$ cat config.mk
export PLATFORM = sky130hd
export DESIGN_NAME = id_counter_dco
export DESIGN_NICKNAME = d
export VERILOG_FILES = /design/src/rtl/id_counter_dco.sv
export SDC_FILE = /design/constraint.sdc
export NUM_CORES = 1
export LEC_CHECK = 0
export CAP_MARGIN = 20
export CORE_AREA = 8 8 45 47
export CTS_CLUSTER_SIZE = 25
export DETAILED_ROUTE_END_ITERATION = 8
export DIE_AREA = 0 0 53 55
export PLACE_DENSITY_LB_ADDON = 0.15
export SLEW_MARGIN = 20
export SYNTH_ARGS = -nofsm -noshare
export SYNTH_HDL_FRONTEND = slang
export SYNTH_SLANG_ARGS = --single-unit
$ cat constraint.sdc
create_clock -name clk_i -period 1.5 [get_ports clk_i]
set_clock_uncertainty 0.1 [all_clocks]
set_input_delay 0.15 -clock clk_i [delete_from_list [all_inputs] [get_ports clk_i]]
set_output_delay 0.15 -clock clk_i [all_outputs]
set_load 0.01 [all_outputs]
$ cat src/rtl/id_counter_dco.sv
// id_counter_dco: increment/decrement DCO for the PLL feedback path.
// Applies loop-filter carry/borrow to a half-rate pulse train, divides to a square wave.
//
// Ports:
//   clk_i      system clock, rising edge
//   reset_i    asynchronous active-high reset
//   carry_i    advance request (loop filter max trigger)
//   borrow_i   retard request (loop filter min trigger)
//   idPulse_o  corrected pulse train, nominal clk/2
//   divClk_o   idPulse_o divided by DIVIDE, 50% duty in pulse units
//   advanced_o strobe: advance applied at previous edge
//   retarded_o strobe: retard applied at previous edge
module id_counter_dco #(
  parameter int DIVIDE    = 8,
  parameter int CNT_WIDTH = $clog2(DIVIDE)
) (
  input  logic clk_i,
  input  logic reset_i,
  input  logic carry_i,
  input  logic borrow_i,
  output logic idPulse_o,
  output logic divClk_o,
  output logic advanced_o,
  output logic retarded_o
);

  localparam logic [CNT_WIDTH-1:0] CNT_MAX  = CNT_WIDTH'(DIVIDE - 1);
  localparam logic [CNT_WIDTH-1:0] CNT_HALF = CNT_WIDTH'(DIVIDE / 2);

  logic                 t_q, t_d;
  logic                 pend_c_q, pend_c_d;
  logic                 pend_b_q, pend_b_d;
  logic [CNT_WIDTH-1:0] cnt_q, cnt_d;
  logic                 div_q, div_d;
  logic                 adv_q, adv_d;
  logic                 ret_q, ret_d;

  logic c_req;
  logic b_req;

  assign c_req = pend_c_q | carry_i;
  assign b_req = pend_b_q | borrow_i;

  // Pulse-train correction; order of the branches is the priority.
  always_comb begin
    t_d      = ~t_q;
    pend_c_d = pend_c_q;
    pend_b_d = pend_b_q;
    adv_d    = 1'b0;
    ret_d    = 1'b0;
    if (c_req && b_req) begin
      // Opposite requests cancel; the train runs on undisturbed.
      pend_c_d = 1'b0;
      pend_b_d = 1'b0;
    end else if (c_req && t_q) begin
      // Hold high one extra cycle: period shortens to 1 cycle.
      t_d      = 1'b1;
      pend_c_d = 1'b0;
      adv_d    = 1'b1;
    end else if (b_req && !t_q) begin
      // Hold low one extra cycle: period lengthens to 3 cycles.
      t_d      = 1'b0;
      pend_b_d = 1'b0;
      ret_d    = 1'b1;
    end else begin
      // Wrong phase: park the request for the next edge.
      pend_c_d = c_req;
      pend_b_d = b_req;
    end
  end

  // Divider counts pulses using the pre-edge pulse level.
  always_comb begin
    cnt_d = cnt_q;
    if (t_q) begin
      cnt_d = (cnt_q == CNT_MAX) ? '0 : cnt_q + CNT_WIDTH'(1);
    end
    div_d = (cnt_d >= CNT_HALF);
  end

  always_ff @(posedge clk_i or posedge reset_i) begin
    if (reset_i) begin
      t_q      <= 1'b0;
      pend_c_q <= 1'b0;
      pend_b_q <= 1'b0;
      cnt_q    <= '0;
      div_q    <= 1'b0;
      adv_q    <= 1'b0;
      ret_q    <= 1'b0;
    end else begin
      t_q      <= t_d;
      pend_c_q <= pend_c_d;
      pend_b_q <= pend_b_d;
      cnt_q    <= cnt_d;
      div_q    <= div_d;
      adv_q    <= adv_d;
      ret_q    <= ret_d;
    end
  end

  assign idPulse_o  = t_q;
  assign divClk_o   = div_q;
  assign advanced_o = adv_q;
  assign retarded_o = ret_q;

endmodule

[Word level (Yosys, flattened, before mapping)]
Cells that the tools add are included.
Operators by class
  add/sub/neg operators: 1
  $mul: 0
  div/mod/pow operators: 0
  $lt $le $gt $ge: 1
  equality and inequality tests: 3
  shift operators: 0
  muxes and demuxes: 16
  bitwise operators: 3
  reduce and logical (&&, ||, !) cells: 4
Operator list (count)
  $mux 1: 14
  $mux 3: 2
  $add 3x1->3 const B: 1
  $eq 3x3->1 const B: 1
  $ge 3x3->1 const B: 1
  $logic_and 1x1->1: 3
  $ne 3x3->1 const B: 1
  $ne 2x2->1 const B: 1
  $or 1x1->1: 2
  $logic_not 1->1: 1
  $not 1->1: 1
Word-level totals
  register bits after elaboration: 9
  bits in latches: 0
  bits in writable memories: 0
  memory bits (read-only): 0
  memories kept: 0

[Logic depth before layout (Yosys ltp)]
Gate-level depths: netlist of run 1.
  depth in word-level cells: 5
  gate-level depth with buffers: 4
  depth with buffers taken out: 4

[Least setup slack after synthesis of run 1]
No wires, ideal clock.
  kind: register -> register
  start: register (tool-made name)
  end: register (tool-made name)
  setup time: 0.125 ns
  data arrival time: 1.061 ns
  required time: 1.275 ns
  setup slack: 0.215 ns
  stages on the path, launching flop included: 4
  period minus slack after synthesis: 1.285 ns
  path through: dfrtp_1 > ha_1 > ha_1 > mux2_2

==> results of run 1 <==
==> cell type report <==
cell class | count | area (um^2) | area share, %
Timing Repair Buffer | 8 | 77.57 | 17.51
Clock buffer | 3 | 22.52 | 5.085
Tap cell | 16 | 20.02 | 4.520
Sequential cell | 8 | 200.2 | 45.20
Inverter | 2 | 7.507 | 1.695
Multi-Input combinational cell | 16 | 115.1 | 25.99
==> metal layers <==
metal  vias up  GRT usage [%]  wire, um
met5         -              0         0
met4         0          7.759        14
met3         4          2.406        40
met2         7          10.16       356
met1       112          4.503       239
li1        116              -         -
==> Yosys cell counts <==
master / instances
o21ai_0: 1
mux2_2: 2
inv_1: 2
nand2_1: 1
nor4_1: 2
ha_1: 2
nor3_1: 2
nor2_1: 3
o22ai_1: 1
and3b_2: 1
dfrtp_1: 8
o31a_1: 1
buf_6: 1
==> where the power goes <==
part           switching [mW]  total, mW  internal [mW]  leakage, nW
registers              0.0382      0.312          0.274        0.101
clock network          0.0715      0.163         0.0914       0.0138
logic                  0.0947      0.227          0.133       0.0890
total                   0.204      0.703          0.498        0.204
==> kinds of logic after synthesis <==
kind of cell / synth area share (%)
muxes: 6.741
AOI/OAI and AO/OA: 5.993
and+or+nand+nor: 14.23
adders and majority gates: 7.489
DFF: 59.92
buffers and inverters: 5.619
==> stage by stage <==
stage          total power [mW]  std cells  utilization [%]  hold slack, ns  setup WS, ns
6_report                 0.7025         53            32.01         0.03593       0.09593
5_1_grt                  0.7622         53            32.01         0.07478       0.02153
4_1_cts                  0.7200         53            32.01         0.04305       0.07203
3_5_place_dp             0.5538         50            30.38          0.3105        0.1643
3_3_place_gp             0.5296         50            30.38          0.3122        0.1929
2_1_floorplan            0.4548         27                -         -0.1343        0.2148
==> path summary, 6_finish.rpt <==
path	start	end	slack [ns]	cells after the start
worst min register to register	pend_c_q$_DFFE_PP0P_	pend_b_q$_DFFE_PP0P_	0.39	1
worst max-delay path	flip-flop	divClk_o	0.1	1
min in group clk_i	pend_c_q$_DFFE_PP0P_	pend_b_q$_DFFE_PP0P_	0.39	1
worst max register to register	flip-flop	flip-flop	0.15	3
worst min-delay path	reset_i	async pin	0.04	2
max in group asynchronous	reset_i	async pin	1.04	2
==> metrics, run 1 <==
status=completed; Antenna diodes=0; area leader, netlist=dfrtp_1; worst slew pin tran=0.2888 ns; H-tree Lvls=1; Syn. warnings=0; initial drt markers=0; CTS resizes=0; Fin. Hold Viols=0; # rows=14; commonest non-fill, non-tap cell in the layout=dfrtp_1; Die Y=55 um; root buf cell=clkbuf_4; CP Cell Sequence=clkdlybuf4s50_1; mean area per synthesized cell=12.37 um^2; Startpoint Class=flip-flop; hold buffers post-CTS=0; first-pass GRT wire length=1138 um; final setup violation count=0; Fmax=between 700 and 800 MHz; vias in the first global route=287; critical path arrival=1.15 ns; Distinct cells, synth=13; Initial Util=24.14%; layout cell share with drive strength beyond 1=18.92%; global route overflow=0; # Post-CTS Setup Buffers=0; largest net degree at the start of global routing=10; filler cell count=around 150; maximum VDD drop=0.0004537 V; critical path's top delay family=buffers and inverters; Worst-Skew Late Latency=around 0.25 ns; most frequent cells in the layout=dfrtp_1, clkdlybuf4s50_1, nor2_1, clkbuf_4; residual DRC count=0; DR vias=between 200 and 250; Nets=45; DIE WIDTH=~53 um; Synth Net Count=33; Cells after Synth=27; GRT Util Overall=5.947%; max incr delay on CP=around 0.54 ns; Finished Cell Area=442.9 um^2; PwrDens=approximately 1600 nW/um^2; Area Growth Syn to Fin=32.58%; Placer Congestion=0.6853; crit path time final=between 1 and 1.5 ns; DR pass1 iterations=1; IO buf count=7; Worst-path clk slew=0.06 ns; Synth Cell Area=334.1 um^2; drt wl/cell=about 12 um; setup TNS=0 ns; core area=1384 um^2; TritonCTS buffer count=3; critical path class=flip-flop to output pin; Worst Hold Class=input port to async pin; Max Buffers Root-to-Sink=2; Crit path required time=1.25 ns; WP buf/inv=1; Via density=4.509; max_cap viols=0; top cell type's share of synthesized area=59.93%; FF+latch count, synth=8; relative slew slack=approximately four fifths; RSZ-0062 raised after global routing=no; Final period util=between 90% and 100%; dpl cell area=420.4 um^2; crit path max-delay cell type=clkdlybuf4s50_1; top cells by area, synth=dfrtp_1, ha_1, mux2_2; worst-path fanout max=3; CTS tree=yes; die area=roughly 2900 um^2; Pins Over Slew Limit=0; WL final=651 um; initial antenna violation count=0; post-synthesis sequential area ratio=about three fifths; leakage=0.2042 nW; final antenna-violating net count=0; CTS Sinks=8; critical path capture point type=output pin; num ports=8
(Power assumes the default switching activity.)
==> run 2: changes to the inputs <==
==> constraint.sdc (replaced) <==
create_clock -name clk_i -period 1.5 [get_ports clk_i]
set_clock_uncertainty 0.1 [all_clocks]
set_input_delay 0.375 -clock clk_i [delete_from_list [all_inputs] [get_ports clk_i]]
set_output_delay 0.375 -clock clk_i [all_outputs]
set_load 0.01 [all_outputs]
==> metrics, run 2 (synthesized netlist as in run 1, its figures left out) <==
status=completed; Fmax=roughly 720 MHz; Placer Congestion=0.6584; # rows=14; max incr delay on CP=0.38 ns; initial antenna violation count=0; die area=2915 um^2; commonest non-fill, non-tap cell in the layout=dfrtp_1; DIE WIDTH=53 um; filler cell count=145; critical path class=flip-flop to output pin; max_cap viols=0; # Post-CTS Setup Buffers=0; layout cell share with drive strength beyond 1=18.92%; initial drt markers=0; DR pass1 iterations=1; worst slew pin tran=0.3094 ns; worst-path fanout max=3; Sequential Area=200.2 um^2; residual DRC count=0; total power=slightly below 0.7 mW; WL final=616 um; critical path's top delay family=flip-flops; WP buf/inv=1; Worst Hold Class=input port to async pin; Via density=4.528; post-route setup slack=0.1059 ns; Nets=45; dpl cell area=between 400 and 500 um^2; most frequent cells in the layout=dfrtp_1, dlygate4sd2_1, nor2_1, clkbuf_4, clkdlybuf4s50_1; maximum VDD drop=about 0.00046 V; CTS Sinks=8; Pins Over Slew Limit=0; crit path time final=1.394 ns; RSZ-0062 raised after global routing=no; PwrDens=1540 nW/um^2; H-tree Lvls=1; num ports=8; pre-CTS setup slack=0.05583 ns; relative slew slack=about 79%; Antenna diodes=0; Final period util=92.94%; post-detail-place hpwl=around 500 um; drt wl/cell=11.62 um; Initial Util=about 24%; CP Cell Sequence=dlygate4sd2_1; crit path max-delay cell type=dfrtp_1; root buf cell=clkbuf_4; CTS tree=yes; final antenna-violating net count=0; final setup violation count=0; placed insts=50; final cell count without fillers=53; largest net degree at the start of global routing=10; DR vias=240; Die Y=55 um; vias in the first global route=295; setup TNS=0 ns; core area=1384 um^2; GRT Util Overall=under 10%; Startpoint Class=flip-flop; critical path arrival=0.92 ns; Finished Cell Area=approximately 440 um^2; Fin. Hold Viols=0; critical path capture point type=output pin; Worst-Skew Late Latency=0.25 ns; multi-input logic area=115.1 um^2; first-pass GRT wire length=1145 um; Worst-path clk slew=~0.050 ns; global route overflow=0; IO buf count=7; leakage=around 0.22 nW; Max Buffers Root-to-Sink=2; Crit path required time=1.02 ns; TritonCTS buffer count=3; Area Growth Syn to Fin=31.09%
-- run 2: cell types whose count changed in the layout (fill, tap and decap cells not counted) --
cell and delta:
dlygate4sd2_1 +4, clkdlybuf4s50_1 -4
-- run 2: what timing repair did --
action | CTS | global route
gates resized for setup | 4 | 0
setup endpoints to repair | 4 | 0
hold endpoints to repair | 0 | 0
hold buffers | 0 | 0
-- run 2: metal layers --
metal | track usage (%) | routed length [um] | up-vias
li1 | - | - | 115
met1 | 4.651 | 229 | 114
met2 | 9.766 | 311 | 8
met3 | 3.476 | 52 | 3
met4 | 5.172 | 24 | 0
met5 | 0 | 0 | -
-- run 2: stage by stage --
stage	util, %	hold WS, ns
detailed placement	30.38	0.3908
global route	31.65	0.3126
global placement	30.38	0.3727
floorplan	-	0.09066
finish	31.65	0.2696
CTS	31.65	0.2748
-- run 2: cell type report --
class                   instances  share of cell area [%]
clock buffers                   3                   5.143
inverters                       2                   1.714
multi-input cells              16                   26.29
flip-flops and latches          8                   45.71
well taps                      16                   4.571
repair buffers                  8                   16.57
-- run 2: path summary, 6_finish.rpt --
kind	from	endpoint	slack, ns	depth (start not counted)
worst max-delay path	flip-flop	divClk_o	0.11	1
worst min-delay path	reset_i	advanced_o$_DFF_PP0_	0.27	2
worst max register to register	flip-flop	flip-flop	0.18	3
worst min register to register	pend_c_q$_DFFE_PP0P_	pend_b_q$_DFFE_PP0P_	0.40	1
max in group asynchronous	reset_i	retarded_o$_DFF_PP0_	0.80	2
min in group clk_i	pend_c_q$_DFFE_PP0P_	pend_b_q$_DFFE_PP0P_	0.40	1
-- run 2: report_power, final --
| part | switching (mW) | internal, mW | total (mW) |
|---|---|---|---|
| Combinational | 0.0921 | 0.112 | 0.204 |
| Clock | 0.0717 | 0.0914 | 0.163 |
| Sequential | 0.0330 | 0.274 | 0.307 |
| Total | 0.197 | 0.478 | 0.675 |
